File: src/rtl/execute_muldiv.sv
// Multi-cycle radix-2 multiply / divide / remainder unit that runs beside the single-cycle execute path.
// One shift-add or restoring shift-subtract step per cycle, optional two's-complement fix-up, back-pressure hold.
module execute_muldiv #(
  parameter int RW        = 16,
  parameter int REGNO     = 8,
  parameter bit SIGNED_EN = 1'b1
) (
  input  logic             i_clk,
  input  logic             i_rst,
  input  logic             i_submit,
  output logic             o_ready,
  input  logic             i_flush,
  input  logic [RW-1:0]    i_a,
  input  logic [RW-1:0]    i_b,
  input  logic [1:0]       i_mode,
  input  logic             i_signed,
  input  logic [REGNO-1:0] i_reg_ie,
  output logic             o_busy,
  output logic [RW-1:0]    o_data,
  output logic [REGNO-1:0] o_reg_ie,
  output logic             o_submit,
  input  logic             i_next_ready
);

  localparam int DW = 2 * RW;
  localparam int CW = $clog2(RW + 1);

  typedef enum logic [1:0] {S_IDLE, S_CALC, S_DONE} state_t;

  state_t           state;
  logic [CW-1:0]    cnt;
  logic [DW-1:0]    acc;
  logic [RW-1:0]    opnd;
  logic [1:0]       mode_q;
  logic             neg_res;
  logic             neg_rem;
  logic [REGNO-1:0] reg_ie_q;
  logic [RW-1:0]    result;

  logic          accept;
  logic          in_sgn;
  logic          a_neg;
  logic          b_neg;
  logic [RW-1:0] a_mag;
  logic [RW-1:0] b_mag;

  assign o_ready = (state == S_IDLE);
  assign o_busy  = (state != S_IDLE);
  assign accept  = (state == S_IDLE) && i_submit && !i_flush;

  // With SIGNED_EN cleared the sign path folds away to constants.
  assign in_sgn = SIGNED_EN && i_signed;
  assign a_neg  = in_sgn && i_a[RW-1];
  assign b_neg  = in_sgn && i_b[RW-1];
  assign a_mag  = a_neg ? (~i_a + RW'(1)) : i_a;
  assign b_mag  = b_neg ? (~i_b + RW'(1)) : i_b;

  logic [RW:0]   mul_sum;
  logic [DW-1:0] mul_next;
  logic [RW:0]   rem_sh;
  logic [RW:0]   div_diff;
  logic [DW-1:0] div_next;
  logic [DW-1:0] acc_next;
  logic [DW-1:0] prod_fix;
  logic [RW-1:0] quo_fix;
  logic [RW-1:0] rem_fix;
  logic [RW-1:0] final_res;

  // Multiply keeps {partial product, multiplier}; divide keeps {remainder, dividend/quotient}.
  always_comb begin
    mul_sum   = {1'b0, acc[DW-1:RW]} + {1'b0, opnd & {RW{acc[0]}}};
    mul_next  = {mul_sum, acc[RW-1:1]};
    rem_sh    = {acc[DW-1:RW], acc[RW-1]};
    div_diff  = rem_sh - {1'b0, opnd};
    div_next  = div_diff[RW] ? {rem_sh[RW-1:0], acc[RW-2:0], 1'b0}
                             : {div_diff[RW-1:0], acc[RW-2:0], 1'b1};
    acc_next  = mode_q[1] ? div_next : mul_next;
    prod_fix  = neg_res ? (~acc_next + DW'(1)) : acc_next;
    quo_fix   = neg_res ? (~acc_next[RW-1:0] + RW'(1)) : acc_next[RW-1:0];
    rem_fix   = neg_rem ? (~acc_next[DW-1:RW] + RW'(1)) : acc_next[DW-1:RW];
    final_res = prod_fix[RW-1:0];
    case (mode_q)
      2'b00:   final_res = prod_fix[RW-1:0];
      2'b01:   final_res = prod_fix[DW-1:RW];
      2'b10:   final_res = quo_fix;
      default: final_res = rem_fix;
    endcase
  end

  always_ff @(posedge i_clk) begin
    if (i_rst) begin
      state    <= S_IDLE;
      cnt      <= '0;
      acc      <= '0;
      opnd     <= '0;
      mode_q   <= '0;
      neg_res  <= 1'b0;
      neg_rem  <= 1'b0;
      reg_ie_q <= '0;
      result   <= '0;
      o_data   <= '0;
      o_reg_ie <= '0;
      o_submit <= 1'b0;
    end else begin
      o_submit <= 1'b0;
      case (state)
        S_IDLE: begin
          if (accept) begin
            mode_q   <= i_mode;
            reg_ie_q <= i_reg_ie;
            neg_res  <= a_neg ^ b_neg;
            neg_rem  <= a_neg;
            cnt      <= CW'(RW);
            // Divide by zero bypasses iteration; the remainder is the raw dividend.
            if (i_mode[1] && (i_b == '0)) begin
              result <= i_mode[0] ? i_a : '1;
              state  <= S_DONE;
            end else begin
              acc   <= {{RW{1'b0}}, (i_mode[1] ? a_mag : b_mag)};
              opnd  <= i_mode[1] ? b_mag : a_mag;
              state <= S_CALC;
            end
          end
        end
        S_CALC: begin
          if (i_flush) begin
            state <= S_IDLE;
          end else begin
            acc <= acc_next;
            cnt <= cnt - CW'(1);
            if (cnt == CW'(1)) begin
              result <= final_res;
              state  <= S_DONE;
            end
          end
        end
        S_DONE: begin
          if (i_flush) begin
            state <= S_IDLE;
          end else if (i_next_ready) begin
            o_data   <= result;
            o_reg_ie <= reg_ie_q;
            o_submit <= 1'b1;
            state    <= S_IDLE;
          end
        end
        default: state <= S_IDLE;
      endcase
    end
  end

endmodule

File: config.mk
export PLATFORM = sky130hd
export DESIGN_NAME = execute_muldiv
export DESIGN_NICKNAME = d
export VERILOG_FILES = /design/src/rtl/execute_muldiv.sv
export SDC_FILE = /design/constraint.sdc
export NUM_CORES = 1
export LEC_CHECK = 0
export ABC_AREA = 1
export CAP_MARGIN = 20
export CORE_MARGIN = 3
export CORE_UTILIZATION = 60
export CTS_CLUSTER_SIZE = 20
export DETAILED_ROUTE_END_ITERATION = 7
export GPL_TIMING_DRIVEN = 0
export PLACE_DENSITY = 0.82
export SLEW_MARGIN = 20
export SYNTH_ARGS = -nofsm -noshare
export SYNTH_HDL_FRONTEND = slang
export SYNTH_SLANG_ARGS = --single-unit
File: constraint.sdc
create_clock -name i_clk -period 4.1 [get_ports i_clk]
set_clock_uncertainty 0.2 [all_clocks]
set_input_delay 0.615 -clock i_clk [delete_from_list [all_inputs] [get_ports i_clk]]
set_output_delay 0.615 -clock i_clk [all_outputs]
set_load 0.05 [all_outputs]
==> reports/results.tsv <==
stage	metric	value	unit
logic_synthesis	Synth Instances	1598	
global_routing	initial antenna violation count	0	
timing	max_slew headroom	41.0	%
pwr	Power Internal	1920	uW
logic_synthesis	Post-Synth Adder-Cell Area	5.50	%
finish	ANT cells	0	
detailed_routing	DRT iter0 DRCs	1309	
timing	fin crit period	3920	ps
logic_synthesis	synth unique cells	51	
clocking	cts bufs inserted	9	
logic_synthesis	predominant post-synthesis flop cell	dfxtp_1	
clocking	CTS H-Tree Depth	3	
global_routing	Tot GR Track Use	37.6	%
timing	Final Max Slew Viols	0	
logic_synthesis	Synth area leader	dfxtp_1	
clocking	Post-CTS Hold Buffers	0	
setup_path	critical path class	reg2reg	
clocking	CTS tree	done	
global_routing	largest net degree at the start of global routing	21	
floorplan	num ports	75	
global_routing	global-route wire length before repair	50000	um
floorplan	die height	131	um
pwr	Net Sw Power	1200	uW
pwr	Clk pwr share	28.6	%
setup_path	CP endpoint kind	register	
setup_path	Slowest cell on crit path	dfxtp_1	
timing	fmax	255	MHz
logic_synthesis	Post-synth ARST share	0	%
logic_synthesis	Post-synth EDFFs	0	
setup_path	Slowest Stage Delay on Critical Path	460	ps
finish	final net count	1797	
pwr	Flop pwr share	36.2	%
global_routing	number of global-route vias before repair	9749	
status	failing checks	DRC	
logic_synthesis	Yosys top cell area share	23.1	%
detailed_routing	Detail Route Antenna Nets	0	
timing	period utilization	95.7	%
pwr	pwr/cell area	280	mW/mm^2
logic_synthesis	Yosys warning count	0	
clocking	Sink Count	108	
timing	Setup violations, final	0	
placed_design	placed cells	1882	
clocking	clk buf depth	2	
logic_synthesis	Compound-Gate Fraction of Synth Area	18.5	%
logic_synthesis	largest family of logic cells by synthesized area	simple AND/OR/NAND/NOR gates	
detailed_routing	Avg WL per Cell	17.3	um
setup_path	CP Max Fanout	5	
timing	Slew @ Worst Pin	875	ps
logic_synthesis	Simple-Gate Fraction of Synth Area	37.0	%
finish	fin cells	1925	
logic_synthesis	Avg Inst Size Synth	5.86	um^2
setup_path	WP data arrival	3940	ps
timing	Final Hold Viols	0	
pwr	leakage power	0.00540	uW
logic_synthesis	sequential-to-total area share from yosys stat	23.1	%
global_routing	GRT Residual Overflow	0	
detailed_routing	DRC	1	
placed_design	Area after DPL	0.0104	mm^2
finish	commonest non-fill, non-tap cell in the layout	nand2_1	
clocking	Root Buffer	clkbuf_16	
floorplan	Starting Density	61.4	%
logic_synthesis	number of synthesized register bits	108	
pwr	Comb pwr share	35.2	%
detailed_routing	Initial DRT Pass Iterations	8	
floorplan	Core ar.	0.0153	mm^2
finish	Area growth syn-to-layout	19.0	%
logic_synthesis	Mapped Area	0.00937	mm^2
floorplan	FP Rows	45	
placed_design	Post-DP HPWL	25700	um
detailed_routing	via count	11224	
placed_design	I/O Buffers	73	
hold_path	Hold WC Path Type	reg2reg	
setup_path	WP data required	4120	ps
detailed_routing	number of vias per cell	5.83	
clocking	Clock Latency Late Sink	380	ps
clocking	CTS clk-pin slew, worst paths	90	ps
finish	layout cells sized above 1	10.4	%
finish	post-route design area	0.0111	mm^2
pwr	VDD IR max	0.308	mV
floorplan	die width	131	um
pwr	Switching Share	38.6	%
logic_synthesis	Syn Nets	1686	
detailed_routing	Routed WL	33200	um
logic_synthesis	multiplexer area fraction after synthesis	0	%
status	outcome	finished, violations left	
job	max-cap viol count	0	
logic_synthesis	largest cells by area after synthesis	dfxtp_1, nand2_1, inv_1	
floorplan	Die ar.	0.0171	mm^2
setup_path	startpoint types	register	
placed_design	GPL Wtd Cong	1.00	
setup_path	CP dominant cell by count	buf_4	
logic_synthesis	xor and xnor area share after synthesis	3.74	%
finish	commonest cells after routing, fill and taps aside	nand2_1, inv_1, nor2_1	
[flip-flops by register name, indices dropped and copies added, names as in the netlist]
signal    flops
result       16
opnd         16
acc          32
state         2
neg_rem       1
o_reg_ie      8
o_data       16
cnt           5
reg_ie_q      8
neg_res       1
o_submit      1
mode_q        2
[power by group through the flow]
stage	combinational, uW	clock (uW)	sequential (uW)
finish	1100	893	1130
global route	1190	918	1130
CTS	983	885	1120
detailed placement	924	0	1150
global placement	911	0	1150
floorplan	645	0	1140
[synth_stat cells (14+ instances only)]
cell,count
nand3_1,128
nand2_1,450
nor2_1,140
clkbuf_1,49
dfxtp_1,108
a21oi_1,128
nand2_2,22
ha_1,38
inv_1,220
xor2_1,27
a31oi_1,14
o21ai_0,109
o211ai_1,18
[path summary, 6_finish.rpt]
check / startpoint / endpoint / slack (ps) / cells past startpoint
min: reg_ie_q[6] / o_reg_ie[6] / 260 / 2
max: acc[20] / result[4] / 180 / 28
max reg2reg: acc[20] / result[4] / 180 / 28
min reg2reg: reg_ie_q[6] / o_reg_ie[6] / 260 / 2
[layout make-up]
type / instances / area (um^2)
multi-input combinational: 1198 / 6320
sequential: 108 / 2190
tap: 211 / 264
clock inverter: 7 / 62.6
fill: 1327 / 4110
buffer: 62 / 283
timing repair buffer: 101 / 945
inverter: 229 / 861
clock buffer: 9 / 225
[critical path: cells and delay by family (launching register included)]
kind	cells	cell delay, ps
compound gates	5	720
fa+ha+maj	2	470
buf+inv	10	910
flops	1	460
simple gates	11	990
[metrics by stage]
stage	setup slack [ps]	power, uW	hold WS [ps]	utilization [%]	TNS, ps
global placement	-300	2060	237	67.9	-1930
global route	-32.0	3240	276	73.0	-32.0
detailed placement	-389	2070	243	67.9	-2700
CTS	17.5	2990	257	70.9	0
finish	178	3120	258	73.0	0
floorplan	391	1780	225	-	0
[metal layers]
layer | vias to the layer above | routed length [um] | global-route usage, %
met5 | - | 0 | 0
met4 | 0 | 2080 | 20.3
met3 | 149 | 3040 | 6.18
met2 | 611 | 14300 | 57.1
met1 | 5098 | 13800 | 51.1
li1 | 5366 | - | -
[what timing repair did]
item                       in CTS  in global routing
pin swaps                       8                 19
gates cloned                    0                  0
buffers inserted               16                 12
setup endpoints to repair      10                 13
gates resized for setup        20                 57
[logic make-up after synthesis]
| group | after synthesis |
|---|---|
| XOR/XNOR | 40 |
| adder cells (fa/ha/maj) | 40 |
| AND/OR/NAND/NOR | 808 |
| AO/OA/AOI/OAI | 310 |
| flip-flops | 108 |
| buffers and inverters | 292 |
No activity file was read; power rests on OpenSTA's default activity.
==> RTL change (config.mk and constraints unchanged) <==
`REGNO`: 8 -> 9.
--- a/src/rtl/execute_muldiv.sv
+++ b/src/rtl/execute_muldiv.sv
@@ -2,7 +2,7 @@
 // One shift-add or restoring shift-subtract step per cycle, optional two's-complement fix-up, back-pressure hold.
 module execute_muldiv #(
   parameter int RW        = 16,
-  parameter int REGNO     = 8,
+  parameter int REGNO     = 9,
   parameter bit SIGNED_EN = 1'b1
 ) (
   input  logic             i_clk,
Interface: changed (resized i_reg_ie and o_reg_ie); port bits go from 75 to 77. No check against the original RTL was run, so the function may have changed too.
==> RTL change against the unedited design <==
Power is 0.21% lower. Maximum frequency shrank 0.65%. Worst setup slack got worse by 0.026 ns. First-iteration DRC count grew 18%. Wire length up 3.1%. Area after synthesis rose by 2.4%. Sequential cell count increased by 2. Final area rose by 0.86%.
==> RTL change: results (changes against the unedited design) <==
[metrics] outcome: completed (was finished with violations)
[metrics] # DRC: 0 (was 1)
[metrics] total routing resource utilization after global routing: 37.4% (was 37.6%)
[metrics] depth of the worst register-to-register path: 32 (was 28)
[metrics] via density per instance: 5.86 (was 5.83)
[metrics] wire length on met1: 14,300 um (was 13,800 um)
[metrics] Synth Area per Inst: 5.94 um^2 (was 5.86 um^2)
[metrics] fraction of the yosys area taken by sequential cells: 23.0% (was 23.1%)
[metrics] power attributed to the clock group: 871 uW (was 893 uW)
[metrics] Critical Path Slowest Stage Cell: fa_2 (was dfxtp_1)
[metrics] met2 WL: 14,200 um (was 14,300 um)
[metrics] distinct cell type count after synthesis: 52 (was 51)
[metrics] top cell types by occurrence after synthesis: nand2_1 (425), inv_1 (206), nor2_1 (147) (was nand2_1 (450), inv_1 (220), nor2_1 (140))
[metrics] startpoint of the worst-slack reg-to-reg timing path: acc[15] (was acc[20])
[metrics] total nets after synthesis: 1,704 (was 1,686)
[metrics] net switching power: 1.18 mW (was 1.20 mW)
[metrics] Post-layout nets: 1,810 (was 1,797)
[metrics] share of layout cells above drive strength 1: 10.8% (was 10.4%)
[metrics] met2 Use GR: 55.0% (was 57.1%)
[metrics] CP Data Arrival Time: 3.97 ns (was 3.94 ns)
[metrics] Wirelength per Cell: 17.7 um (was 17.3 um)
[metrics] peak supply drop: 0.000279 V (was 0.000308 V)
[metrics] Compound-Gate Fraction of Synth Area: 18.6% (was 18.5%)
[metrics] worst-case setup slack after placement: -0.380 ns (was -0.389 ns)
[metrics] main area contributors after synthesis: dfxtp_1 (23%), nand2_1 (17%), inv_1 (8.1%), a21oi_1 (7.0%), nand3_1 (6.8%) (was dfxtp_1 (23%), nand2_1 (18%), inv_1 (8.8%), a21oi_1 (6.8%), nand3_1 (6.8%))
[metrics] xor/xnor cell area share of the yosys netlist: 3.38% (was 3.74%)
[metrics] detailed-routed wire length on met3: 4420 um (was 3040 um)
[metrics] count of filler cells inserted in the layout: 1,424 (was 1,327)
[metrics] number of buffers inserted by port buffering: 74 (was 73)
[metrics] global-route track usage on met1: 52.6% (was 51.1%)
[metrics] vias in the first global route: 10,100 (was 9,749)
[metrics] portion of total power attributed to combinational logic: 35.0% (was 35.2%)
[metrics] critical hold path startpoint: reg_ie_q[5] (was reg_ie_q[6])
[metrics] slack of the worst reg-to-reg path: 0.15 ns (was 0.18 ns)
[metrics] wire length of the first global-routing pass: 52,700 um (was 50,000 um)
[metrics] Final Wtd Congestion: 1.02 (was 1.00)
[metrics] maximum cell stage delay along the critical path: 0.38 ns (was 0.46 ns)
RTL change: cell types whose count changed in the layout (fill, tap and decap cells not counted), moves of 6 or more:
| cell | change |
|---|---|
| buf_4 | -6 |
| a21oi_1 | +7 |
| inv_1 | -12 |
| nand3b_1 | +8 |
| nor2_1 | +6 |
| nand3_2 | +6 |
| ha_4 | -7 |
| nand2_1 | -26 |
| nand2_2 | +16 |
RTL change: how the worst max path moves through the flow:
| stage | startpoint | to | slack, ns | cells after the start |
|---|---|---|---|---|
| after global placement | acc[15] | result[14] | -0.24 | 32 |
| final | acc[15] | result[4] | 0.15 | 32 |
| after global routing | acc[15] | result[14] | -0.08 | 32 |
| after CTS | acc[15] | result[4] | 0.01 | 32 |
| after floorplan | acc[15] | result[14] | 0.40 | 31 |
| after detailed placement | acc[15] | result[14] | -0.38 | 32 |
RTL change: through the flow:
step	instance area (um^2)	setup TNS (ns)	hold WS (ns)	util [%]	power, mW
finish	11200	0	0.254	72.9	3.11
global route	11200	-0.191	0.276	72.9	3.24
CTS	11000	0	0.254	71.1	3.00
detailed placement	10600	-2.36	0.244	68.7	2.13
global placement	10600	-1.49	0.230	68.7	2.11
floorplan	9590	0	0.225	-	1.84
RTL change: cell families after synthesis:
family          after synthesis
compound gates              319
xor+xnor                     37
fa+ha+maj                    40
buf+inv                     282
flops                       110
simple gates                827
RTL change: final cells by class:
type	instances	area, um^2	share of cell area (%)
multi-input cells	1223	6450	57.4
flip-flops and latches	110	2220	19.8
repair buffers	96	906	8.06
inverters	217	820	7.29
plain buffers	64	290	2.58
well taps	211	264	2.35
clock buffers	10	239	2.13
clock inverters	6	45.0	0.401
RTL change: what timing repair did:
action,CTS,global route
gates resized for setup,11,53
pin swaps,7,16
buffers inserted,8,14
setup endpoints to repair,8,14
